<file path="src/rtl/inv_shift_rows_buf.sv">
// Inverse ShiftRows stage for the AES decryption round loop, buffered by a small output FIFO.
// Optional INV_SHIFT_ROWS_FWD_EN adds a mode input selecting the forward ShiftRows permutation.
module inv_shift_rows_buf #(
    parameter int unsigned DEPTH = 2
) (
    input  logic         clk,
    input  logic         reset,
    input  logic         flush,
    input  logic         in_valid,
    output logic         in_ready,
    input  logic [127:0] in_data,
`ifdef INV_SHIFT_ROWS_FWD_EN
    input  logic         mode,
`endif
    output logic         out_valid,
    input  logic         out_ready,
    output logic [127:0] out_data,
    output logic [2:0]   count,
    output logic         done
);

    localparam int unsigned DATA_W = 128;
    localparam int unsigned PTR_W  = (DEPTH > 1) ? $clog2(DEPTH) : 1;
    localparam int unsigned CNT_W  = 3;

    logic [DATA_W-1:0] mem [DEPTH];
    logic [PTR_W-1:0]  rd_ptr;
    logic [PTR_W-1:0]  wr_ptr;
    logic [DATA_W-1:0] perm_data;
    logic              fwd;
    logic              push;
    logic              pop;

    // Byte k sits in column k/4, row (k+1)%4; row r rotates by r columns.
    function automatic logic [DATA_W-1:0] shift_rows(input logic [DATA_W-1:0] d,
                                                     input logic              forward);
        logic [DATA_W-1:0] res;
        int unsigned       row;
        int unsigned       col;
        int unsigned       src_col;
        int unsigned       src;
        res = '0;
        for (int unsigned k = 0; k < 16; k++) begin
            row     = (k + 1) % 4;
            col     = k / 4;
            src_col = forward ? (col + row) % 4 : (col + 4 - row) % 4;
            src     = src_col * 4 + (k % 4);
            res[8*k +: 8] = d[8*src +: 8];
        end
        return res;
    endfunction

    function automatic logic [PTR_W-1:0] next_ptr(input logic [PTR_W-1:0] p);
        return (p == PTR_W'(DEPTH - 1)) ? '0 : p + PTR_W'(1);
    endfunction

`ifdef INV_SHIFT_ROWS_FWD_EN
    assign fwd = mode;
`else
    assign fwd = 1'b0;
`endif

    assign perm_data = shift_rows(in_data, fwd);
    assign in_ready  = (count < CNT_W'(DEPTH));
    assign out_valid = (count != '0);
    assign out_data  = out_valid ? mem[rd_ptr] : '0;
    assign push      = in_valid && in_ready && !flush;
    assign pop       = out_valid && out_ready && !flush;

    // Storage; cleared only by reset since flush empties via pointers/count.
    always_ff @(posedge clk or negedge reset) begin
        if (!reset) begin
            for (int i = 0; i < int'(DEPTH); i++) begin
                mem[i] <= '0;
            end
        end else if (push) begin
            mem[wr_ptr] <= perm_data;
        end
    end

    // Pointers, occupancy and accept pulse.
    always_ff @(posedge clk or negedge reset) begin
        if (!reset) begin
            rd_ptr <= '0;
            wr_ptr <= '0;
            count  <= '0;
            done   <= 1'b0;
        end else if (flush) begin
            rd_ptr <= '0;
            wr_ptr <= '0;
            count  <= '0;
            done   <= 1'b0;
        end else begin
            done <= push;
            if (push) begin
                wr_ptr <= next_ptr(wr_ptr);
            end
            if (pop) begin
                rd_ptr <= next_ptr(rd_ptr);
            end
            case ({push, pop})
                2'b10:   count <= count + CNT_W'(1);
                2'b01:   count <= count - CNT_W'(1);
                default: count <= count;
            endcase
        end
    end

endmodule

</file>
<file path="config.mk">
export PLATFORM = sky130hd
export DESIGN_NAME = inv_shift_rows_buf
export DESIGN_NICKNAME = d
export VERILOG_FILES = /design/src/rtl/inv_shift_rows_buf.sv
export SDC_FILE = /design/constraint.sdc
export NUM_CORES = 1
export LEC_CHECK = 0
export CELL_PAD_IN_SITES_DETAIL_PLACEMENT = 2
export CELL_PAD_IN_SITES_GLOBAL_PLACEMENT = 2
export CORE_ASPECT_RATIO = 0.8
export CORE_UTILIZATION = 30
export DETAILED_ROUTE_END_ITERATION = 6
export MAX_ROUTING_LAYER = met4
export PLACE_DENSITY = 0.84
export SYNTH_ARGS = -nofsm -noshare
export SYNTH_HDL_FRONTEND = slang
export SYNTH_SLANG_ARGS = --single-unit
</file>
<file path="constraint.sdc">
create_clock -name clk -period 4.27 [get_ports clk]
set_input_delay 0.6405 -clock clk [delete_from_list [all_inputs] [get_ports clk]]
set_output_delay 0.6405 -clock clk [all_outputs]
set_load 0.01 [all_outputs]
</file>
==> run summary <==
The flow ran to the end, and the final reports show no timing, DRC or antenna violations. The final weighted congestion in routability-driven placement is 0.750. The post-CTS setup-driven buffer insertion count is 0.

The signal on the critical path passes through buf_4, mux2i_1, nor2_1, clkdlybuf4s50_1. The switching share of total power came out at 31.7%. The endpoint identified for the worst register-to-register timing path is mem[172]$_DFFE_PN0P_. The library cell used most frequently in the layout, excluding fill and tap cells, is sky130_fd_sc_hd__clkdlybuf4s50_1. The number of routed nets with antenna violations came out at 0. The number of antenna violations at the first check in global routing is 0.

The post-synthesis area per instance is roughly 14 µm². The startpoint identified for the worst register-to-register timing path is count[1]$_DFFE_PN0P_. In this run the deepest clock path goes through 3 buffers. The global-route wire length before repair is 51.9 mm. The die height came out at 180 µm. The total overflow left after global routing is 0.

The number of max-capacitance violations reported is 0. The minimum period implied by the final worst setup slack came out at between 3 and 4 ns. The antenna diode count is 0. The growth of design area from synthesis to finish is 33.4%. The number of global-route vias before repair came to about 9000. The synthesized netlist net count came out at approximately 1000. The critical path data required time is between 3 and 4 ns. The share of the yosys chip area belonging to registers came out at 55.1%. Across the routed clock network, the largest skew measured is around 0.0072 ns.

Setup repair after global routing left no endpoint under its margin. The per-cell routed wire length is between 15 and 20 µm. STA classifies the critical path endpoint as an output pin.

The design internal power is about 8 mW. For this design, the sink count on the clock tree is roughly 260. The switching power is between 3 and 4 mW.

In this run the static leakage power is around 6.4 nW. The number of iterations in the first detailed-routing pass is 4. After clock tree synthesis, the clock-pin slew on the worst setup and hold paths is around 0.060 ns. Following the worst setup path forward leads to its endpoint at out_data[73].

The cell count after synthesis came out at roughly 870. The number of DRC violations after detailed-routing iteration 0 came out at between 150 and 200. The final-stage net count is 1249. In this design, the stage delay of the slowest critical-path cell is 0.77 ns. The slowest stage of the critical path is the sky130_fd_sc_hd__dfrtp_4 cell. The via density per instance is around 4.7.

The overall fraction of global-route tracks in use came out at between 10% and 20%. TritonCTS built the clock tree. The CTS H-tree depth came out at 1. The number of buffers inserted during clock tree synthesis is 29.

The least setup slack across all paths after layout is roughly 0.83 ns. The sum of negative setup slack is 0 ns. Based on the critical path, the design can be clocked at up to between 200 and 300 MHz. The total number of vias came out at ~8000. The proportion of power drawn by flip-flops and latches came out at just under 40%. The number of pins exceeding their max-slew limit in the final report came out at 0. The number of distinct standard cells referenced by the synthesized netlist came out at 28. The share of the clock period used by the worst path after layout came out at between 80% and 90%. The number of register bits inferred by synthesis came out at 262. Headroom to the max-slew limit came out at slightly above 40%. In this run the cell area of the synthesized design comes to approximately 0.012 mm². The total number of yosys warnings is 0. The number of primary I/O pins came out at 267.

The largest fanout of any net on the critical path is 27. The power density relative to cell area came out at around 700 mW/mm². The number of rows created at floorplan is 64. The class of the tightest hold or removal check is input port to asynchronous set/reset pin.

The DRC violation count after routing came out at 0. The fraction of final layout cells sized beyond drive strength 1 is between 20% and 30%. The portion of total power attributed to the clock network came out at between 20% and 30%. The number of I/O port buffers is 266. At the placement stage, the worst setup path has a slack of 1.17 ns. The tightest hold path in the finished design has a slack of about 0.17 ns. The worst setup path is launched from a register. In the layout the commonest cells are 265 x sky130_fd_sc_hd__clkdlybuf4s50_1, 261 x sky130_fd_sc_hd__dfrtp_1, 256 x sky130_fd_sc_hd__mux2_2, 131 x sky130_fd_sc_hd__nor2_1, 128 x sky130_fd_sc_hd__mux2i_1. The initial core utilization is 30.8%.

The latest clock arrival within the worst-skew pair is 0.55 ns. The start point of the critical path is rd_ptr$_DFFE_PN0P_. Across all register-to-register paths, the minimum setup slack is 1.82 ns. The transition time at the pin with the least slew margin is 0.886 ns. After detailed routing, the total wire length is between 30 and 40 mm.

The chip width is about 220 µm. The die area is approximately 0.040 mm². The share of power burned in combinational logic is around 39%. Setup violations remaining at the end of the flow were counted as 0. The count of endpoints failing hold in the final timing report came out at 0. Entering global routing, the biggest net connects ~110 pins. The standard cell core area came out at between 0.03 and 0.04 mm².

Across the VDD grid, the largest voltage drop is roughly 0.00034 V. The clock root buffer master is sky130_fd_sc_hd__clkbuf_16. The placed wire-length estimate after detailed placement came out at 21.2 mm. Data on the critical path arrives at its endpoint at 2.80 ns. The length in cells of the worst reg-to-reg path is 4. The number of gates resized after CTS was 0. The number of buffers inserted for hold repair after clock tree synthesis came out at 0. The kind of critical path is register to output pin.
-- cell type report --
| class | instances | area (µm²) |
|---|---|---|
| Sequential cell | 262 | 6560 |
| Timing Repair Buffer | 277 | 2840 |
| Tap cell | 528 | 661 |
| Clock buffer | 42 | 815 |
| Clock inverter | 6 | 105 |
| Inverter | 2 | 7.51 |
| Fill cell | 3927 | 22800 |
| Multi-Input combinational cell | 543 | 4880 |
-- cells in the mapped netlist, drive strengths merged --
| cell | count | area (µm²) |
|---|---|---|
| dfrtp | 262 | 6560 |
| mux2 | 256 | 2880 |
| nor2 | 131 | 492 |
| mux2i | 128 | 1280 |
| buf | 50 | 424 |
| clkbuf | 10 | 37.5 |
| nand2 | 3 | 11.3 |
| o21ai | 3 | 15.0 |
| a31oi | 2 | 12.5 |
| inv | 2 | 7.51 |
| nand4b | 2 | 17.5 |
| nor2b | 2 | 12.5 |
| nor3 | 2 | 10.0 |
| nor3b | 2 | 15.0 |
| a21oi | 1 | 5.00 |
| and2b | 1 | 7.51 |
| fa | 1 | 20.0 |
| nand3b | 1 | 7.51 |
| nor4b | 1 | 23.8 |
| o2111ai | 1 | 8.76 |
| o21a | 1 | 7.51 |
| o21bai | 1 | 7.51 |
| o31ai | 1 | 7.51 |
| or3 | 1 | 6.26 |
| xnor2 | 1 | 8.76 |
| xor2 | 1 | 8.76 |
-- state kept, by name, indices dropped and copies added (netlist names) --
signal and count:
mem 256, rd_ptr 1, done 1, wr_ptr 1, count 3
-- worst max-delay path, delay by kind of cell, from the launching register on --
kind / cells / cell delay (ns)
mux: 1 / 0.33
buf+inv: 2 / 1.03
flops: 1 / 0.77
simple gates: 1 / 0.07
-- layer usage --
layer  track usage (%)  wire, µm  vias to the layer above
met1              19.9     13600                     4073
li1                  -         -                     3491
met2              29.2     16800                      156
met5                 -         0                        -
met3              3.98      1700                       48
met4              3.46       693                        0
-- metrics by stage --
stage	power [mW]	utilization, %	cells	area (µm²)
after floorplan	6.92	-	867	11900
after global placement	8.73	38.7	1612	14900
after detailed placement	9.03	38.7	1612	14900
after CTS	11.6	41.0	1660	15900
after global routing	12.1	41.0	1660	15900
final	11.4	41.0	1660	15900
-- power groups by stage --
| stage | Clock [mW] | Sequential (mW) | Combinational, mW |
|---|---|---|---|
| global placement | 0 | 4.33 | 4.40 |
| global route | 2.67 | 4.59 | 4.88 |
| floorplan | 0 | 4.17 | 2.75 |
| finish | 2.48 | 4.43 | 4.50 |
| CTS | 2.58 | 4.45 | 4.61 |
| detailed placement | 0 | 4.47 | 4.56 |
-- worst min-delay path by stage --
stage          cells after the start  slack (ns)                start              endpoint
6_report                           1        0.17                reset  mem[203]$_DFFE_PN0P_
5_1_grt                            1        0.22                reset   mem[75]$_DFFE_PN0P_
4_1_cts                            1        0.20                reset  mem[203]$_DFFE_PN0P_
3_5_place_dp                       1        0.49  mem[39]$_DFFE_PN0P_   mem[39]$_DFFE_PN0P_
3_3_place_gp                       1        0.49  mem[65]$_DFFE_PN0P_   mem[65]$_DFFE_PN0P_
2_1_floorplan                      0        0.34                reset  count[0]$_DFFE_PN0P_
-- logic make-up (layout without fill, tap and decap cells) --
logic type	Yosys count	after routing	synth area share, %
AO/OA/AOI/OAI	10	10	0.536
XOR/XNOR	2	2	0.147
adder cells (fa/ha/maj)	1	1	0.168
buffers and inverters	62	327	3.94
flip-flops	262	262	55.1
multiplexers	384	384	35.0
AND/OR/NAND/NOR	146	146	5.07
Power figures use the tool's default switching activity.
